==> config.mk <==
export PLATFORM = sky130hd
export DESIGN_NAME = v_row_loader
export DESIGN_NICKNAME = d
export VERILOG_FILES = /design/src/rtl/v_row_loader_pkg.sv /design/src/rtl/v_row_assembler.sv /design/src/rtl/v_row_loader.sv
export SDC_FILE = /design/constraint.sdc
export NUM_CORES = 1
export LEC_CHECK = 0
export CELL_PAD_IN_SITES_DETAIL_PLACEMENT = 1
export CELL_PAD_IN_SITES_GLOBAL_PLACEMENT = 1
export CORE_ASPECT_RATIO = 1.2
export CORE_MARGIN = 8
export CORE_UTILIZATION = 33
export CTS_CLUSTER_DIAMETER = 100
export DETAILED_ROUTE_END_ITERATION = 8
export PLACE_DENSITY_LB_ADDON = 0.1
export SLEW_MARGIN = 0
export SYNTH_ARGS = -nofsm -noshare
export SYNTH_HDL_FRONTEND = slang
export SYNTH_SLANG_ARGS = --single-unit
==> constraint.sdc <==
create_clock -name clock -period 2.6 [get_ports clock]
set_input_delay 0.52 -clock clock [delete_from_list [all_inputs] [get_ports clock]]
set_output_delay 0.52 -clock clock [all_outputs]
set_load 0.01 [all_outputs]
==> src/rtl/v_row_loader_pkg.sv <==
// Shared types and constants for the V-vector FIFO producer path.
// Rows are HEAD_DIM elements of ELEM_WIDTH bits, fetched in MEM_DATA_WIDTH beats.
`ifndef MAX_SEQ_LENGTH
`define MAX_SEQ_LENGTH 16
`endif

package v_row_loader_pkg;

  localparam int HEAD_DIM        = 64;
  localparam int ELEM_WIDTH      = 8;
  localparam int MEM_DATA_WIDTH  = 64;
  localparam int MAX_SEQ_LENGTH  = `MAX_SEQ_LENGTH;
  localparam int V_ROW_BITS      = HEAD_DIM * ELEM_WIDTH;
  localparam int V_BEATS_PER_ROW = V_ROW_BITS / MEM_DATA_WIDTH;
  localparam int V_BEAT_BYTES    = MEM_DATA_WIDTH / 8;

  // Element i of a row sits at bits [i*ELEM_WIDTH +: ELEM_WIDTH].
  typedef logic [HEAD_DIM-1:0][ELEM_WIDTH-1:0] V_VECTOR_T;
  typedef logic [MEM_DATA_WIDTH-1:0]           MEM_BEAT_T;

  typedef enum logic [1:0] {
    IDLE  = 2'd0,
    FETCH = 2'd1,
    PUSH  = 2'd2,
    DONE  = 2'd3
  } V_LOADER_STATE_T;

endpackage

==> src/rtl/v_row_assembler.sv <==
// Beat-indexed row buffer: captures in-order read responses into slots and
// flags the cycle in which the final beat of a row lands.
module v_row_assembler
  import v_row_loader_pkg::*;
(
  input  logic                      clock,
  input  logic                      reset,
  input  logic                      capture_en_i,
  input  logic                      rsp_valid_i,
  input  logic [MEM_DATA_WIDTH-1:0] rsp_data_i,
  output logic                      row_full_o,
  output logic [V_ROW_BITS-1:0]     row_o
);

  localparam int SLOT_W = $clog2(V_BEATS_PER_ROW);
  localparam int CNT_W  = SLOT_W + 1;
  localparam logic [CNT_W-1:0] BEATS     = CNT_W'(V_BEATS_PER_ROW);
  localparam logic [CNT_W-1:0] LAST_BEAT = CNT_W'(V_BEATS_PER_ROW - 1);

  logic [V_BEATS_PER_ROW-1:0][MEM_DATA_WIDTH-1:0] beats_q, beats_d;
  logic [CNT_W-1:0] rsp_cnt_q, rsp_cnt_d;
  logic             accept_s;

  // Slot write and response counting; the counter wraps to zero on the last beat
  always_comb begin
    beats_d    = beats_q;
    rsp_cnt_d  = rsp_cnt_q;
    accept_s   = capture_en_i && rsp_valid_i && (rsp_cnt_q < BEATS);
    row_full_o = accept_s && (rsp_cnt_q == LAST_BEAT);
    if (accept_s) begin
      beats_d[rsp_cnt_q[SLOT_W-1:0]] = rsp_data_i;
      if (row_full_o) begin
        rsp_cnt_d = '0;
      end else begin
        rsp_cnt_d = rsp_cnt_q + CNT_W'(1);
      end
    end else begin
      rsp_cnt_d = rsp_cnt_q;
    end
  end

  // Row buffer and counter registers
  always_ff @(posedge clock) begin
    if (reset) begin
      beats_q   <= '0;
      rsp_cnt_q <= '0;
    end else begin
      beats_q   <= beats_d;
      rsp_cnt_q <= rsp_cnt_d;
    end
  end

  assign row_o = beats_q;

endmodule

==> src/rtl/v_row_loader.sv <==
// Writer end of the V-vector FIFO: fetches rows_tgt contiguous V rows from memory,
// assembles each into a row and pushes it through the write_enable/sram_ready handshake.
module v_row_loader
  import v_row_loader_pkg::*;
#(
  parameter int ADDR_WIDTH = 32,
  parameter int NUM_ROWS   = MAX_SEQ_LENGTH
) (
  input  logic                      clock,
  input  logic                      reset,
  input  logic                      start_i,
  input  logic [ADDR_WIDTH-1:0]     base_addr_i,
  input  logic [$clog2(NUM_ROWS):0] num_rows_i,
  output logic                      busy_o,
  output logic                      done_o,
  output logic                      mem_req_valid_o,
  input  logic                      mem_req_ready_i,
  output logic [ADDR_WIDTH-1:0]     mem_req_addr_o,
  input  logic                      mem_rsp_valid_i,
  input  logic [MEM_DATA_WIDTH-1:0] mem_rsp_data_i,
  output logic                      write_enable_o,
  input  logic                      sram_ready_i,
  output logic [V_ROW_BITS-1:0]     write_data_o
);

  localparam int ROW_W = $clog2(NUM_ROWS) + 1;
  localparam int REQ_W = $clog2(V_BEATS_PER_ROW) + 1;
  localparam logic [REQ_W-1:0]      REQ_BEATS = REQ_W'(V_BEATS_PER_ROW);
  localparam logic [ROW_W-1:0]      ROWS_MAX  = ROW_W'(NUM_ROWS);
  localparam logic [ADDR_WIDTH-1:0] ADDR_STEP = ADDR_WIDTH'(V_BEAT_BYTES);

  localparam logic [1:0] ST_IDLE  = IDLE;
  localparam logic [1:0] ST_FETCH = FETCH;
  localparam logic [1:0] ST_PUSH  = PUSH;
  localparam logic [1:0] ST_DONE  = DONE;

  logic [1:0]            state_q, state_d;
  logic [ROW_W-1:0]      rows_tgt_q, rows_tgt_d;
  logic [ROW_W-1:0]      row_idx_q, row_idx_d;
  logic [REQ_W-1:0]      req_cnt_q, req_cnt_d;
  logic [ADDR_WIDTH-1:0] addr_q, addr_d;
  logic                  busy_q, busy_d;
  logic                  done_q, done_d;
  logic                  req_valid_q, req_valid_d;
  logic                  we_q, we_d;
  logic                  req_hs_s, xfer_s, row_full_s;
  logic [ROW_W-1:0]      rows_clamp_s;
  logic [V_ROW_BITS-1:0] row_s;

  v_row_assembler u_asm (
    .clock        (clock),
    .reset        (reset),
    .capture_en_i (state_q == ST_FETCH),
    .rsp_valid_i  (mem_rsp_valid_i),
    .rsp_data_i   (mem_rsp_data_i),
    .row_full_o   (row_full_s),
    .row_o        (row_s)
  );

  // Next-state logic; rows are contiguous so the address simply advances one beat per accepted request
  always_comb begin
    state_d      = state_q;
    rows_tgt_d   = rows_tgt_q;
    row_idx_d    = row_idx_q;
    req_cnt_d    = req_cnt_q;
    addr_d       = addr_q;
    req_hs_s     = req_valid_q && mem_req_ready_i;
    xfer_s       = we_q && sram_ready_i;
    rows_clamp_s = (num_rows_i > ROWS_MAX) ? ROWS_MAX : num_rows_i;
    case (state_q)
      ST_IDLE: begin
        if (start_i) begin
          addr_d     = base_addr_i;
          rows_tgt_d = rows_clamp_s;
          row_idx_d  = '0;
          req_cnt_d  = '0;
          state_d    = (rows_clamp_s == '0) ? ST_DONE : ST_FETCH;
        end else begin
          state_d = ST_IDLE;
        end
      end
      ST_FETCH: begin
        if (req_hs_s) begin
          req_cnt_d = req_cnt_q + REQ_W'(1);
          addr_d    = addr_q + ADDR_STEP;
        end else begin
          req_cnt_d = req_cnt_q;
        end
        if (row_full_s) begin
          req_cnt_d = '0;
          state_d   = ST_PUSH;
        end else begin
          state_d = ST_FETCH;
        end
      end
      ST_PUSH: begin
        if (xfer_s) begin
          row_idx_d = row_idx_q + ROW_W'(1);
          state_d   = (row_idx_q + ROW_W'(1) == rows_tgt_q) ? ST_DONE : ST_FETCH;
        end else begin
          state_d = ST_PUSH;
        end
      end
      ST_DONE: begin
        state_d = ST_IDLE;
      end
      default: begin
        state_d = ST_IDLE;
      end
    endcase
    busy_d      = (state_d != ST_IDLE);
    done_d      = (state_q == ST_DONE);
    req_valid_d = (state_d == ST_FETCH) && (req_cnt_d < REQ_BEATS);
    we_d        = (state_d == ST_PUSH);
  end

  // Control, counter and output registers
  always_ff @(posedge clock) begin
    if (reset) begin
      state_q     <= ST_IDLE;
      rows_tgt_q  <= '0;
      row_idx_q   <= '0;
      req_cnt_q   <= '0;
      addr_q      <= '0;
      busy_q      <= 1'b0;
      done_q      <= 1'b0;
      req_valid_q <= 1'b0;
      we_q        <= 1'b0;
    end else begin
      state_q     <= state_d;
      rows_tgt_q  <= rows_tgt_d;
      row_idx_q   <= row_idx_d;
      req_cnt_q   <= req_cnt_d;
      addr_q      <= addr_d;
      busy_q      <= busy_d;
      done_q      <= done_d;
      req_valid_q <= req_valid_d;
      we_q        <= we_d;
    end
  end

  assign busy_o          = busy_q;
  assign done_o          = done_q;
  assign mem_req_valid_o = req_valid_q;
  assign mem_req_addr_o  = addr_q;
  assign write_enable_o  = we_q;
  assign write_data_o    = row_s;

endmodule

Word-level counts from Yosys, hierarchy flattened
Index checks and enable logic that the tools add are counted.

Add/subtract/negate cells: 4. Multipliers: 0. Divide/modulo/power cells: 0. $lt $le $gt $ge: 5. Eq/ne operators: 10. Shift-type cells: 0. Muxes and demuxes: 21. Bitwise logic cells: 0. Reductions and logical operators: 15.

Operator list (number): $bwmux W512 (1); $demux W64 S3 (1); $mux W32 (2); $mux W64 (1); $pmux W32 S2 (1); $add A32 B4 Y32 const B (1); $mux W4 (4); $mux W5 (3); $mux W2 (5); $pmux W5 S2 (1); $add A4 B1 Y4 const B (2); $lt A4 B4 Y1 const B (2); $pmux W2 S4 (1); $pmux W4 S2 (1); $logic_and A1 B1 Y1 (7); $eq A2 B2 Y1 const B (3); $ne A2 B2 Y1 const B (3); $reduce_and A3 Y1 (2); $reduce_bool A2 Y1 (3); $add A5 B1 Y5 const B (1); $eq A5 B5 Y1 (1); $gt A5 B5 Y1 const B (1); $logic_not A5 Y1 (1); $eq A2 B1 Y1 const B (2); 5 further kinds (5).

Flip-flop bits (word level): 568. Latch bits: 0. Bits in writable memories: 0. Bits in read-only memories: 0. Bits of input ports: 107. Output and inout bits: 548. Word-level logic and storage cells: 73. Memories: 0.

Logic depth before layout (Yosys ltp)
Depth in word-level cells: 8. Mapped depth: 9. Gate-level depth less buffers: 6.

By module
Synthesis repeated with hierarchy kept, for this count alone.

Cells, all modules: 2236. Area total of the unflattened synthesis: 23415.0 µm².

By module, submodules not included: v_row_assembler (instances 1, cells each 1821, area an instance 20209.4 µm²); v_row_loader (instances 1, cells each 415, area an instance 3205.6 µm²).

Least setup slack after synthesis
No wires, ideal clock.

Path kind: input port to flip-flop. From: in mem_rsp_valid_i. To: reg u_asm.beats_q, in the netlist u_asm.row_o[100]. Library setup time: 132 ps. Arrival time: 1845 ps. Required time: 2468 ps. Slack: 623 ps. Stages on the path: 8. Buffers on the path: 3. Cells stage by stage: nor4bb_1 -> clkbuf_2 -> nand2_1 -> or3_1 -> clkbuf_1 -> clkbuf_1 -> nand2_1 -> a21oi_1.

Cells in the longest elaborated chain, start to end: 2.

RTL lines: start, declared (RTL line v_row_loader.sv:19) `input logic mem_rsp_valid_i,`; $logic_and A1 B1 Y1 (2 in a row) (RTL line v_row_assembler.sv:28) `accept_s = capture_en_i && rsp_valid_i && (rsp_cnt_q < BEATS);`; end signal, assigned (RTL line v_row_assembler.sv:48) `beats_q <= beats_d;`; end, declared (RTL line v_row_assembler.sv:20) `logic [V_BEATS_PER_ROW-1:0][MEM_DATA_WIDTH-1:0] beats_q, beats_d;`.

Every way passes these cells. A chain may end at the register's enable or synchronous reset.

Final worst setup path
From: reg addr_q[20], in the netlist mem_req_addr_o[20]. To: out mem_req_addr_o[20].

RTL lines: start, declared (RTL line v_row_loader.sv:41) `logic [ADDR_WIDTH-1:0] addr_q, addr_d;`; start signal, assigned (RTL line v_row_loader.sv:134) `addr_q <= addr_d;`; end, declared (RTL line v_row_loader.sv:18) `output logic [ADDR_WIDTH-1:0] mem_req_addr_o,`.

No word-level cell between the ends.

==> summary.md <==
| Metric | Value |
|---|---|
| Final worst-path cycle share | `87.2%` |
| IO Pins | `655` |
| Worst setup SP type | `flip-flop` |
| Final hold vios | `0` |
| Hold Buf Count CTS | `0` |
| Drt pass-1 iters | `5` |
| CP Cell Sequence | `clkdlybuf4s50_1` |
| Async set or reset register ratio after synthesis | `0%` |
| Final wirelength | `99000 µm` |
| Crit. End Element | `output pin` |
| Ys flop type | `dfxtp_1` |
| Tmin final | `2.27 ns` |
| H-Tree Depth | `2` |
| First-pass GRT wire length | `143000 µm` |
| Mapped Area | `21100 µm²` |
| Layout cell share with drive strength beyond 1 | `5.88%` |
| Synthesized instance count | `2718` |
| Horiz. Die Dim | `247 µm` |
| Synth Register Bits | `568` |
| Crit Reg-Reg Startpoint | `state_q[1]` |
| # diodes | `0` |
| Worst setup path startpoint | `mem_req_addr_o[20]` |
| Setup ws final | `0.333 ns` |
| Max IR drop VDD | `0.000540 V` |
| Root buf cell | `clkbuf_16` |
| Cell Pwr Density | `632 nW/µm²` |
| CTS clk-pin slew, worst paths | `0.06 ns` |
| Area after DPL | `28400 µm²` |
| Die H | `293 µm` |
| Critical-path maximum fanout | `7` |
| Placed Instances | `4014` |
| Max_cap viols | `0` |
| Residual DRC | `0` |
| CTS max path bufs | `3` |
| Share of the synthesized area in the top cell type | `53.8%` |
| Largest net degree at the start of global routing | `159` |
| Grt ovf | `0` |
| Final net count | `3363` |
| Clock latency on the worst-skew pair | `0.63 ns` |
| Register area share after synthesis | `53.8%` |
| Fill cell count | `7414` |
| Crit path buf inv count | `1` |
| Final setup fails | `0` |
| # rows | `101` |
| Initial core utilization | `33.4%` |
| Min-delay src | `reset` |
| CP max-delay cell | `clkdlybuf4s50_1` |
| CTS Sinks | `568` |
| Wirelength per Cell | `24.0 µm` |
| RePlAce Congestion | `0.850` |
| Place WS | `-0.108 ns` |
| Ranking of synthesized cells by area | `dfxtp_1, nand2_1, a21oi_1` |
| HPWL Detailed | `70900 µm` |
| Post-synth top area cell | `dfxtp_1` |
| Num CTS Buffers | `60` |
| Commonest non-fill, non-tap cells in the layout | `nand2_1, clkdlybuf4s50_1, dfxtp_1, a21oi_1, clkbuf_16` |
| Post-Syn Area per Cell | `7.78 µm²` |
| Post-layout util | `48.0%` |
| Worst path max stage delay | `0.63 ns` |
| Initial antenna violation count | `0` |
| Fmax | `441 MHz` |
| CP Class | `reg2out` |
| Post-DR vias/cell | `5.15` |
| Number of global-route vias before repair | `21900` |
| Critical Path AT | `1.75 ns` |
| Worst-Margin Slew | `0.757 ns` |
| Slew Viols, Final | `0` |
| Post-cts resize count | `0` |
| Commonest non-fill, non-tap cell in the layout | `nand2_1` |
| Syn. warnings | `0` |
| Postcts setup bufs | `0` |
| Number of synthesized flops with an enable pin | `0` |
| Status | `finished clean` |
| Post-route non-filler standard cell count | `4122` |
| Worst slew margin relative to its limit | `49.5%` |
| Critical path data required time | `2.08 ns` |
| Area Growth Syn to Fin | `43.8%` |
| Routed vias | `21200` |
| Core Area | `63300 µm²` |
| Drt initial violations | `1026` |
| CTS tree | `done` |
| Worst hold path class | `in2reg` |
| DIE AREA | `72400 µm²` |
| Mapped Nets | `2829` |
| Kind of cell adding the most delay to the critical path | `buffers and inverters` |
| Fin area | `30400 µm²` |
| Final ANT Viol Nets | `0` |
| Synth unique cells | `60` |
| Final Skew | `0.0248 ns` |
| Static Leak | `9.99 nW` |
| Port bufs | `654` |
| RSZ-0062 raised after global routing | `no` |
| All-Layer GR Usage | `25.9%` |
registers in the layout (all words and copies together), names as in the netlist:
name and flops:
state_q 2, busy_o 1, req_cnt_q 4, row_idx_q 5, write_enable_o 1, mem_req_valid_o 1
rows_tgt_q 5, done_o 1, u_asm.rsp_cnt_q 4, u_asm.row_o 512, mem_req_addr_o 32
layer usage:
| layer | track usage [%] | part of all wire (%) |
|---|---|---|
| met2 | 44.3 | 48 |
| met5 | 0 | 0 |
| met3 | 8.22 | 8.1 |
| met1 | 29.2 | 39 |
| met4 | 11.7 | 4.7 |
synth_stat cells, types with 5 or more instances:
cell,number
nor4_1,8
mux2i_1,5
a211oi_1,6
nor3b_1,6
a21oi_1,549
nand3_1,24
nand4_1,13
o22ai_1,5
dfxtp_1,568
or3_1,7
a31oi_1,9
o21ai_0,17
and2_1,5
clkbuf_1,135
buf_2,56
inv_1,5
nor2_1,52
buf_4,64
and3_1,11
or4_1,5
nand2_1,1073
nor3_1,16
where the power goes:
part | switching [W] | total [W] | internal (W)
sequential | 0.000137 | 0.00897 | 0.00883
combinational | 0.000883 | 0.00146 | 0.000576
clock | 0.00361 | 0.00877 | 0.00516
per-stage QoR:
stage	TNS, ns	hold WS, ns	power [W]
2_1_floorplan	0	0.443	0.00984
3_3_place_gp	-3.43	0.441	0.0106
3_5_place_dp	-3.52	0.446	0.0106
4_1_cts	0	0.249	0.0194
5_1_grt	0	0.284	0.0199
6_report	0	0.287	0.0192
path summary, 6_finish.rpt:
path	slack [ns]	end	cells past startpoint
max reg2reg	0.39	u_asm.row_o[259]	8
max	0.33	mem_req_addr_o[20]	1
min reg2reg	0.45	u_asm.row_o[322]	2
min	0.29	u_asm.row_o[382]	2
area by class of cell:
class	count	area [µm²]	share of cell area, %
flip-flops and latches	568	11400	37.4
multi-input cells	1886	8530	28.1
repair buffers	731	7440	24.5
clock buffers	92	1810	5.97
well taps	824	1030	3.39
clock inverters	16	191	0.630
inverters	5	18.8	0.0617
cells by family (layout without fill, tap and decap cells):
family                     count (synthesis)  count (layout)  share of synthesized area, %
and+or+nand+nor                         1255            1255                          24.1
AOI/OAI and AO/OA                        614             614                          15.1
DFF                                      568             568                          53.8
buffers and inverters                    264             844                          6.17
xor gates and xnor gates                   7               7                         0.290
muxes                                      6               6                         0.290
adders and majority gates                  4               4                         0.237
Power figures use the tool's default switching activity.
==> RTL edit (same settings) <==
`addr_q` no longer has a reset.
--- a/src/rtl/v_row_loader.sv
+++ b/src/rtl/v_row_loader.sv
@@ -122,5 +122,4 @@
       row_idx_q   <= '0;
       req_cnt_q   <= '0;
-      addr_q      <= '0;
       busy_q      <= 1'b0;
       done_q      <= 1'b0;
@@ -132,5 +131,4 @@
       row_idx_q   <= row_idx_d;
       req_cnt_q   <= req_cnt_d;
-      addr_q      <= addr_d;
       busy_q      <= busy_d;
       done_q      <= done_d;
@@ -138,4 +136,8 @@
       we_q        <= we_d;
     end
+  end
+
+  always_ff @(posedge clock) begin
+    addr_q <= addr_d;
   end
 
Formal check against the unedited RTL: not equivalent (Yosys sat finds a counterexample within 4 cycles, from zero or initial values and one cycle with reset high).
==> RTL edit against the unedited design <==
- worst setup slack gained 0.050 ns
- largest power group unchanged
- via count down 5.8%
- sequential cell count is the same
- synthesized area is 0.22% higher
- total power grew 0.71%
- wire length decreased by 3.6%
- cell area decreased by 0.63%
- critical path type unchanged
- sequential power up 1%
==> RTL edit: results (changes against the unedited design) <==
| Metric | Value |
|---|---|
| Status | complete, no violations |
| GRT Resource Usage Total | 25.2% (-0.76 points) |
| Synth top area cells | dfxtp_1 51%, nand2_1 19%, a21oi_1 12% |
| Synthesized Nets | 2735 (-3.3%) |
| Via density | 4.98 (-3.3%) |
| Lkg Pwr | 9.91 nW (-0.74%) |
| Global-route wire length before repair | 138000 um (-3.5%) |
| Synth unique cells | 56 (-6.7%) |
| Least-Margin Pin Slew | 0.660 ns (-0.0977 ns) |
| Post-Syn Instances | 2624 (-3.5%) |
| Adder-Cell Fraction of Synth Area | 0.236% (-0.00052 points) |
| Crit path max fanout | 6 (-1) |
| Crit path DAT | 1.70 ns (-0.05 ns) |
| DR vias | 20000 (-5.8%) |
| Cell Area, Placed | 28200 um2 (-0.82%) |
| Final setup skew | 0.0160 ns (-0.00879 ns) |
| Most frequent cells after synthesis | 1068 x nand2_1, 536 x dfxtp_1, 525 x a21oi_1 |
| Multiplexer share of the synthesized area | 0.195% (-0.095 points) |
| Initial antenna violation count | 2 (+2) |
| NumNets Final | 3256 (-3.2%) |
| Vias in the first global route | 20700 (-5.5%) |
| GPL Wtd Cong | 0.838 (-1.4%) |
| Final HPWL DP | 68000 um (-4.1%) |
| Pin count of the biggest net entering global routing | 102 (-36%) |
| Wirelength per Cell | 23.8 um (-1.1%) |
| Fin Hold WS | 0.265 ns (-0.0219 ns) |
==> RTL edit: kinds of logic after synthesis <==
kind of cell | Yosys count
and+or+nand+nor | 1187
AOI/OAI and AO/OA | 574
DFF | 568
buffers and inverters | 253
xor gates and xnor gates | 34
muxes | 4
adders and majority gates | 4
==> RTL edit: final cells by class <==
cell class / count / area (um2) / share of cell area, %
Timing Repair Buffer: 707 / 7260 / 24.0
Inverter: 5 / 18.8 / 0.0621
Multi-Input combinational cell: 1803 / 8160 / 27.0
Clock inverter: 19 / 204 / 0.675
Sequential cell: 568 / 11700 / 38.7
Clock buffer: 90 / 1840 / 6.08
Tap cell: 824 / 1030 / 3.41
Antenna cell: 2 / 5.00 / 0.0166
==> RTL edit: power by group <==
| group | switching (mW) | internal, mW | leakage, nW |
|---|---|---|---|
| sequential | 0.131 | 8.95 | 4.63 |
| clock | 3.63 | 5.25 | 1.02 |
| combinational | 0.819 | 0.556 | 4.27 |
==> RTL edit: worst paths after layout <==
path                       from                end  slack, ns  cells past startpoint
max           mem_req_addr_o[9]  mem_req_addr_o[9]       0.38                      1
min                       reset         state_q[1]       0.26                      2
max reg2reg  u_asm.rsp_cnt_q[0]    mem_req_valid_o       0.40                      6
min reg2reg    u_asm.row_o[226]   u_asm.row_o[226]       0.45                      2
==> RTL edit: metal layers <==
layer  track usage [%]  share of wire [%]  wire length (um)  up-vias
met5                 0              0.010                10        -
met4              7.68                3.2              3050        2
met3              8.03                7.8              7420      122
met2              45.2                 50             48200      503
met1              28.0                 39             36800     9906
li1                  -                  -                 -     9486
